**config.mk**
```make
export PLATFORM = sky130hd
export DESIGN_NAME = pickup_train_station
export DESIGN_NICKNAME = d
export VERILOG_FILES = /design/src/rtl/pickup_train_station.sv
export SDC_FILE = /design/constraint.sdc
export NUM_CORES = 2
export LEC_CHECK = 0
export CAP_MARGIN = 15
export CORE_MARGIN = 2
export CORE_UTILIZATION = 65
export CTS_CLUSTER_DIAMETER = 80
export DETAILED_ROUTE_END_ITERATION = 8
export PLACE_DENSITY = 0.84
export SLEW_MARGIN = 20
export SYNTH_ARGS = -nofsm -noshare
export SYNTH_HDL_FRONTEND = slang
export SYNTH_SLANG_ARGS = --single-unit
```
**constraint.sdc**
```tcl
create_clock -name i_clk -period 69.9 [get_ports i_clk]
set_input_delay 20.97 -clock i_clk [delete_from_list [all_inputs] [get_ports i_clk]]
set_output_delay 20.97 -clock i_clk [all_outputs]
set_load 0.1 [all_outputs]
```
**src/rtl/pickup_train_station.sv**
```systemverilog
// pickup_train_station
//   Provider-side stop controller. Derives the train limit from stock on hand and
//   global demand (decreases are immediate, increases must persist for HOLD ticks),
//   publishes the supply percentage scaled by precision, and runs a dwell-time FSM
//   that raises an alarm and caps the limit when a parked train stalls.
// Ports
//   i_clk  tick clock, all state on rising edge
//   i_rst  synchronous active-high reset
//   i_u    buffer chest contents (units)
//   i_c    trains en route to or parked at this stop
//   i_t    nonzero while a train is parked
//   i_p    global precision
//   i_k    global demand (sum of dropoff limits)
//   o_l    train limit to stop (registered)
//   o_s    supply percentage scaled by i_p (registered)
//   o_x    stuck-train alarm (registered)
module pickup_train_station #(
  parameter int unsigned Q       = 3,
  parameter int unsigned M       = 128000,
  parameter int unsigned W       = 8000,
  parameter int unsigned HOLD    = 60,
  parameter int unsigned TIMEOUT = 1800,
  parameter int unsigned INT     = 31
) (
  input  logic         i_clk,
  input  logic         i_rst,
  input  logic [INT:0] i_u,
  input  logic [INT:0] i_c,
  input  logic [INT:0] i_t,
  input  logic [INT:0] i_p,
  input  logic [INT:0] i_k,
  output logic [INT:0] o_l,
  output logic [INT:0] o_s,
  output logic         o_x
);

  localparam int unsigned DW = INT + 1;

  localparam logic [1:0] ST_EMPTY   = 2'd0;
  localparam logic [1:0] ST_LOADING = 2'd1;
  localparam logic [1:0] ST_STUCK   = 2'd2;

  localparam logic [INT:0]      QW       = DW'(Q);
  localparam logic [INT:0]      WW       = DW'(W);
  localparam logic [INT:0]      HoldW    = DW'(HOLD);
  localparam logic [INT:0]      TimeoutW = DW'(TIMEOUT);
  localparam logic [2*DW-1:0]   MW       = (2*DW)'(M);

  logic [1:0]      r_state;
  logic [INT:0]    r_dwell;
  logic [INT:0]    r_hold;
  logic [INT:0]    r_tgt_prev;
  logic [INT:0]    r_l;
  logic [INT:0]    r_s;
  logic            r_x;

  logic [1:0]      w_state_d;
  logic [INT:0]    w_dwell_d;
  logic [INT:0]    w_dwell_inc;
  logic [INT:0]    w_hold_d;
  logic [INT:0]    w_hold_inc;
  logic [INT:0]    w_l_d;
  logic [INT:0]    w_ratio;
  logic [INT:0]    w_target;
  logic [2*DW-1:0] w_prod;
  logic [2*DW-1:0] w_quot;
  logic [INT:0]    w_s_d;

  // Target trains: none without demand, else whole loads on hand capped at Q.
  always_comb begin
    w_ratio  = i_u / WW;
    w_target = '0;
    if (i_k != '0) begin
      w_target = (w_ratio > QW) ? QW : w_ratio;
    end
  end

  // Supply percentage; the product is formed at double width so u*p cannot wrap.
  always_comb begin
    w_prod = {{DW{1'b0}}, i_u} * {{DW{1'b0}}, i_p};
    w_quot = w_prod / MW;
    w_s_d  = (w_quot > {{DW{1'b0}}, i_p}) ? i_p : w_quot[INT:0];
  end

  // Dwell FSM next state.
  always_comb begin
    w_state_d   = r_state;
    w_dwell_d   = r_dwell;
    w_dwell_inc = (r_dwell >= TimeoutW) ? TimeoutW : r_dwell + 1'b1;
    case (r_state)
      ST_EMPTY: begin
        w_dwell_d = '0;
        if (i_t != '0) begin
          w_dwell_d = {{INT{1'b0}}, 1'b1};
          w_state_d = (TIMEOUT <= 1) ? ST_STUCK : ST_LOADING;
        end
      end
      ST_LOADING: begin
        if (i_t == '0) begin
          w_state_d = ST_EMPTY;
          w_dwell_d = '0;
        end else begin
          w_dwell_d = w_dwell_inc;
          if (w_dwell_inc >= TimeoutW) begin
            w_state_d = ST_STUCK;
          end
        end
      end
      ST_STUCK: begin
        if (i_t == '0) begin
          w_state_d = ST_EMPTY;
          w_dwell_d = '0;
        end
      end
      default: begin
        w_state_d = ST_EMPTY;
        w_dwell_d = '0;
      end
    endcase
  end

  // Limit update. Forcing keys off the next state so the cap lands on the same
  // edge the alarm rises, and normal rules resume on the edge it falls.
  always_comb begin
    w_l_d      = r_l;
    w_hold_d   = r_hold;
    w_hold_inc = {{INT{1'b0}}, 1'b1};
    if (w_state_d == ST_STUCK) begin
      w_hold_d = '0;
      if (i_c < w_l_d) w_l_d = i_c;
      if (w_target < w_l_d) w_l_d = w_target;
    end else if (w_target < r_l) begin
      w_l_d    = w_target;
      w_hold_d = '0;
    end else if (w_target > r_l) begin
      // A count only continues for a target identical to last tick's.
      if (r_hold != '0 && w_target == r_tgt_prev) begin
        w_hold_inc = r_hold + 1'b1;
      end
      if (w_hold_inc >= HoldW) begin
        w_l_d    = w_target;
        w_hold_d = '0;
      end else begin
        w_hold_d = w_hold_inc;
      end
    end else begin
      w_hold_d = '0;
    end
  end

  always_ff @(posedge i_clk) begin
    if (i_rst) begin
      r_state    <= ST_EMPTY;
      r_dwell    <= '0;
      r_hold     <= '0;
      r_tgt_prev <= '0;
      r_l        <= '0;
      r_s        <= '0;
      r_x        <= 1'b0;
    end else begin
      r_state    <= w_state_d;
      r_dwell    <= w_dwell_d;
      r_hold     <= w_hold_d;
      r_tgt_prev <= w_target;
      r_l        <= w_l_d;
      r_s        <= w_s_d;
      r_x        <= (w_state_d == ST_STUCK);
    end
  end

  assign o_l = r_l;
  assign o_s = r_s;
  assign o_x = r_x;

endmodule

```
After elaboration in Yosys (flattened, before gate mapping)
Cells that the tools add are included.

cells by class
  add/sub/neg operators = 2
  mux-type cells = 24
  equal/unequal tests = 5
  reduce and logical (&&, ||, !) cells = 10
  bitwise logic cells = 1
  multipliers = 1
  div/mod/pow operators = 2
  $lt $le $gt $ge = 9

operators with widths
  kind                      number
  $mux W32                  17
  $lt A32 B32 Y1            3
  $pmux W32 S3              1
  $reduce_bool A32 Y1       3
  $add A32 B1 Y32 const B   2
  $div A64 B17 Y64 const B  1
  $ge A32 B11 Y1 const B    2
  $gt A64 B32 Y1            1
  $mul A32 B32 Y64          1
  $div A32 B13 Y32 const B  1
  $eq A32 B32 Y1            1
  $ge A32 B6 Y1 const B     1
  $gt A32 B2 Y1 const B     1
  $gt A32 B32 Y1            1
  $logic_not A32 Y1         1
  $mux W2                   4
  $pmux W2 S3               1
  $reduce_bool A3 Y1        2
  $reduce_or A5 Y1          1
  $eq A2 B2 Y1 const B      2
  $eq A2 B1 Y1 const B      1
  $logic_not A2 Y1          1
  $ne A2 B2 Y1 const B      1
  $reduce_and A2 Y1         1
  other kinds (3)           3

word-level totals
  flip-flop bits (word level) = 163
  logic and storage cells = 61

Logic depth before layout (Yosys ltp)
  word-level depth = 15
  mapped depth = 188

Worst setup path after synthesis
Ideal clock, no wire load.

  path kind = input -> register
  start = in i_u[12]
  end = reg r_s[10], in the netlist o_s[10]
  arrival time = 63.368 ns
  path slack = 6.404 ns
  cell stages on the path = 170
  required time = 69.772 ns
  cells stage by stage = clkbuf_1 -> inv_2 -> buf_1 -> clkbuf_1 -> nor2_1 -> fa_1 -> inv_1 -> fa_1 -> fa_1 -> fa_1 -> inv_1 -> fa_1 -> fa_1 -> fa_1 -> inv_1 -> fa_1 -> inv_1 -> ha_1 -> (+134 left out) -> o21ai_0 -> nand2b_1 -> a21oi_1 -> nor2b_1 -> o21ai_0 -> nand2_1 -> a21oi_1 -> a31oi_1 -> or4_2 -> nor4b_1 -> and3_2 -> nand4b_1 -> nor3b_1 -> nand3_1 -> nor2_1 -> buf_1 -> mux2i_1 -> nor2_1

on the way
  word-level cells in the longest chain between the ends = 4

RTL lines
  what                    RTL line  text
  start: declaration      27        input logic [INT:0] i_u,
  $mul A32 B32 Y64 (*)    80        w_prod = {{DW{1'b0}}, i_u} * {{DW{1'b0}}, i_p};
  $div A64 B17 Y64 (*)    81        w_quot = w_prod / MW;
  $gt A64 B32 Y1          82        w_s_d = (w_quot > {{DW{1'b0}}, i_p}) ? i_p : w_quot[INT:0];
  $mux W32 (*)            82
  end signal: assignment  166       r_s <= w_s_d;
  end: declaration        54        logic [INT:0] r_s;

Every way passes the cells marked *; elsewhere a longest branch is shown, timed or not.
A chain may end at the register's enable or synchronous reset.

Final worst setup path
  start = in i_u[7]
  end = reg r_s[20], in the netlist o_s[20]

Same word-level chain as after synthesis.

==> load_flow_metrics.sql <==
INSERT INTO impl_metrics (metric_group, metric, value, unit) VALUES
('outcome', 'outcome', 'finished clean', ''),
('clock_network', 'cts-htree-levels', '4', ''),
('timing', 'timing.setup.tns', '0', 'ns'),
('die', 'dieArea', '0.09554', 'sq mm'),
('clock_network', 'cts_hold_buffers', '0', ''),
('min_path', 'min_from', 'r_dwell[12]', ''),
('logic_synthesis', 'syn_area_per_cell', '8.252', 'sq um'),
('route', 'drt-pass1-iter-count', '9', ''),
('logic_synthesis', 'synth_seq_area_share', '4.996', '%'),
('setup_path', 'reg_to_reg_slack_setup', '61.40', 'ns'),
('layout', 'synthToLayoutAreaGrowth', '8.189', '%'),
('grt', 'grt_use_total', '40.50', '%'),
('timing', 'final_setup_viols', '0', ''),
('placement', 'port_buffers', '226', ''),
('grt', 'grt_first_pass_wirelength', '304.8', 'mm'),
('setup_path', 'reg2reg_from', 'o_l[1]', ''),
('logic_synthesis', 'synthFlopType', 'sky130_fd_sc_hd__dfxtp_1', ''),
('grt', 'grt_max_degree', '67', ''),
('grt', 'antenna_found_initial', '9', ''),
('setup_path', 'setup.worst_path.end_class', 'flip-flop', ''),
('placement', 'detailed_place.area', '0.06419', 'sq mm'),
('clock_network', 'tritoncts', 'yes', ''),
('die', 'core_area', '0.09194', 'sq mm'),
('die', 'initial_cell_density_of_the_core', '65.81', '%'),
('timing', 'worst_pin_slew', '1.147', 'ns'),
('route', 'route.detailed.drc', '0', ''),
('clock_network', 'clock_tree.buffer_depth', '2', ''),
('clock_network', 'cts.sinks', '151', ''),
('clock_network', 'worstSkewPairLatency', '0.45', 'ns'),
('setup_path', 'number_of_cells_on_the_worst_reg_to_reg_path', '58', ''),
('timing', 'max_slew_margin', '23.30', '%'),
('placement', 'place.gp.congestion', '1.037', ''),
('setup_path', 'worst_path_largest_cell_delay', '0.77', 'ns'),
('die', 'row_count', '111', ''),
('setup_path', 'timing.critical_path.required', '70.23', 'ns'),
('timing', 'hold_viol', '0', ''),
('logic_synthesis', 'post_synth_inst_count', '7332', ''),
('route', 'postRouteAntennaNets', '0', ''),
('setup_path', 'worst_setup_path_start_kind', 'input port', ''),
('route', 'vias_per_cell', '6.325', ''),
('timing', 'min_period_over_period', '97.40', '%'),
('setup_path', 'slowest_cell_on_the_critical_path', 'sky130_fd_sc_hd__or4_2', ''),
('setup_path', 'critical_path.max_fanout', '26', ''),
('setup_path', 'setup.worst_path.class', 'in -> reg', ''),
('logic_synthesis', 'synth-async-reset-ratio', '0', '%'),
('die', 'io_pins', '227', ''),
('layout', 'fin_util', '71.20', '%'),
('layout', 'nets', '8965', ''),
('timing', 'finalMaxSlewViolations', '0', ''),
('timing', 'post-route-min-period', '68.08', 'ns'),
('timing', 'fin_worst_hold_slack', '0.4810', 'ns'),
('setup_path', 'cp.arrival', '68.41', 'ns'),
('timing', 'clock.fmax', '14.69', 'MHz'),
('route', 'dr.first_iter.drc_count', '5400', ''),
('timing', 'fin_worst_skew', '0.02354', 'ns'),
('logic_synthesis', 'synth_warn', '0', ''),
('clock_network', 'clock-root-buffer', 'sky130_fd_sc_hd__clkbuf_16', ''),
('setup_path', 'rr_endpoint', 'o_l[1]', ''),
('placement', 'dpl.hpwl', '153.9', 'mm'),
('min_path', 'min_path_type', 'reg -> reg', ''),
('logic_synthesis', 'postSynthRegisterBits', '151', ''),
('run', 'max-cap-violations', '0', ''),
('setup_path', 'worst_setup_path_startpoint', 'i_u[7]', ''),
('layout', 'final_non_filler_cell_area', '0.06546', 'sq mm'),
('logic_synthesis', 'synth.lib_cells_used.distinct', '200', ''),
('route', 'vias', '55620', ''),
('clock_network', 'cts_buffers', '17', ''),
('logic_synthesis', 'synth_edf_count', '0', ''),
('logic_synthesis', 'mappedNetlistArea', '0.06050', 'sq mm'),
('clock_network', 'clk_transition_reported_paths', '0.06', 'ns'),
('setup_path', 'setup.worst_path.end', 'o_s[20]', ''),
('grt', 'via_count_of_the_first_global_routing_pass', '56390', ''),
('die', 'fp.dieW', '309.1', 'microns'),
('route', 'totalWireLength', '191.8', 'mm'),
('route', 'routedWlPerCell', '21.81', 'microns'),
('layout', 'layout-drive-gt1-share', '11.59', '%'),
('die', 'chipHeight', '309.1', 'microns'),
('grt', 'grt_remaining_overflow', '0', '');
==> synthesized netlist by cell type, types with 20 or more instances <==
library cell,instances,share of area (%)
sky130_fd_sc_hd__o21ai_0,235,1.9
sky130_fd_sc_hd__mux2_2,26,0.48
sky130_fd_sc_hd__o211a_1,20,0.33
sky130_fd_sc_hd__o21a_1,32,0.40
sky130_fd_sc_hd__xor2_1,83,1.2
sky130_fd_sc_hd__and3_1,45,0.47
sky130_fd_sc_hd__nor2b_1,43,0.44
sky130_fd_sc_hd__o21ai_1,58,0.48
sky130_fd_sc_hd__clkbuf_1,231,1.4
sky130_fd_sc_hd__nor4_1,73,0.75
sky130_fd_sc_hd__a21oi_1,336,2.8
sky130_fd_sc_hd__fa_1,896,30
sky130_fd_sc_hd__xnor2_1,193,2.8
sky130_fd_sc_hd__and2_1,415,4.3
sky130_fd_sc_hd__nor3_1,117,0.97
sky130_fd_sc_hd__buf_6,60,1.1
sky130_fd_sc_hd__a211oi_1,31,0.38
sky130_fd_sc_hd__nand3_1,139,1.1
sky130_fd_sc_hd__nor2_1,520,3.2
sky130_fd_sc_hd__inv_1,1022,6.3
sky130_fd_sc_hd__a21oi_2,21,0.30
sky130_fd_sc_hd__o211ai_1,50,0.62
sky130_fd_sc_hd__o31ai_1,26,0.32
sky130_fd_sc_hd__nand4_1,80,0.83
sky130_fd_sc_hd__o22ai_1,27,0.28
sky130_fd_sc_hd__buf_1,27,0.17
sky130_fd_sc_hd__or2_2,20,0.21
sky130_fd_sc_hd__dfxtp_1,151,5.0
sky130_fd_sc_hd__ha_1,369,7.6
sky130_fd_sc_hd__mux2i_1,71,1.2
sky130_fd_sc_hd__a21o_1,33,0.41
sky130_fd_sc_hd__or3_1,33,0.34
sky130_fd_sc_hd__nand2b_1,43,0.44
sky130_fd_sc_hd__a31oi_1,43,0.44
sky130_fd_sc_hd__nand2_1,859,5.3
==> placed cells by master (no fill, tap or decap), types with 42 or more instances in the layout <==
cell                              count
sky130_fd_sc_hd__and2_1             414
sky130_fd_sc_hd__xnor2_1            188
sky130_fd_sc_hd__fa_1               896
sky130_fd_sc_hd__nand4_1             80
sky130_fd_sc_hd__mux2i_1             69
sky130_fd_sc_hd__and3_1              45
sky130_fd_sc_hd__a21oi_1            334
sky130_fd_sc_hd__dfxtp_1            151
sky130_fd_sc_hd__ha_1               368
sky130_fd_sc_hd__nor4_1              66
sky130_fd_sc_hd__o211ai_1            50
sky130_fd_sc_hd__nand3_1            139
sky130_fd_sc_hd__nor2b_1             43
sky130_fd_sc_hd__conb_1              92
sky130_fd_sc_hd__clkdlybuf4s50_1    195
sky130_fd_sc_hd__nand2b_1            43
sky130_fd_sc_hd__o21ai_0            234
sky130_fd_sc_hd__a31oi_1             42
sky130_fd_sc_hd__buf_4              205
sky130_fd_sc_hd__nor2_1             518
sky130_fd_sc_hd__nor3_1             115
sky130_fd_sc_hd__o21ai_1             54
sky130_fd_sc_hd__nand2_1            858
sky130_fd_sc_hd__inv_1             1018
sky130_fd_sc_hd__xor2_1              82
==> stage by stage <==
step	setup slack, ns	std cells
2_1_floorplan	6.404	7423
4_1_cts	0.6565	8762
3_5_place_dp	0.3059	8731
6_report	1.821	8794
5_1_grt	-0.1151	8793
3_3_place_gp	1.097	8731
==> worst max-delay path: cells and delay by family <==
kind | cells | cell delay (ns)
multiplexers | 10 | 3.12
buffers and inverters | 20 | 3.30
adder cells (fa/ha/maj) | 10 | 4.61
AND/OR/NAND/NOR | 41 | 10.40
XOR/XNOR | 3 | 0.90
AO/OA/AOI/OAI | 86 | 24.92
==> routing by layer <==
layer / routed length [microns] / global-route usage [%]
met1: 71780 / 49.62
met2: 88090 / 65.76
met3: 18650 / 9.057
met4: 13110 / 23.44
met5: 183 / 1.011
==> worst min-delay path by stage <==
stage          depth (start not counted)  slack, ns           to
6_report                               1       0.48  r_dwell[12]
5_1_grt                                1       0.50  r_dwell[20]
4_1_cts                                1       0.48  r_dwell[21]
3_5_place_dp                           1       0.47  r_dwell[12]
3_3_place_gp                           1       0.47  r_dwell[19]
2_1_floorplan                          1       0.44   r_state[0]
==> flip-flops by register name, summed over array words and instances (netlist names) <==
signal	flops
o_l	32
o_s	32
r_dwell	32
r_hold	32
r_tgt_prev	20
r_state	2
o_x	1
==> cells by family after synthesis <==
family                     Yosys count  share of synthesized area [%]
and+or+nand+nor                   2647                          22.32
AOI/OAI and AO/OA                 1450                          18.75
buffers and inverters             1388                          9.693
adders and majority gates         1278                          37.50
xor gates and xnor gates           289                          4.363
DFF                                151                          4.996
muxes                              128                          2.374
other                                1                       0.006198
==> repair_timing <==
action,4_1_cts,5_1_grt
endpoints found under the setup margin,0,32
gates resized for setup,0,100
setup buffers,0,30
==> area by class of cell <==
type                    instances  area (sq um)
flip-flops and latches        151          3023
fillers                      7220         26480
clock inverters                13         137.6
well taps                    1243          1555
clock buffers                  18         439.2
inverters                    1043          3948
diodes                          1         2.502
repair buffers                440          3971
multi-input cells            5885         52380
Power is not shown: default switching activity piles up to over one toggle a cycle in this logic, so the estimate is an artifact.
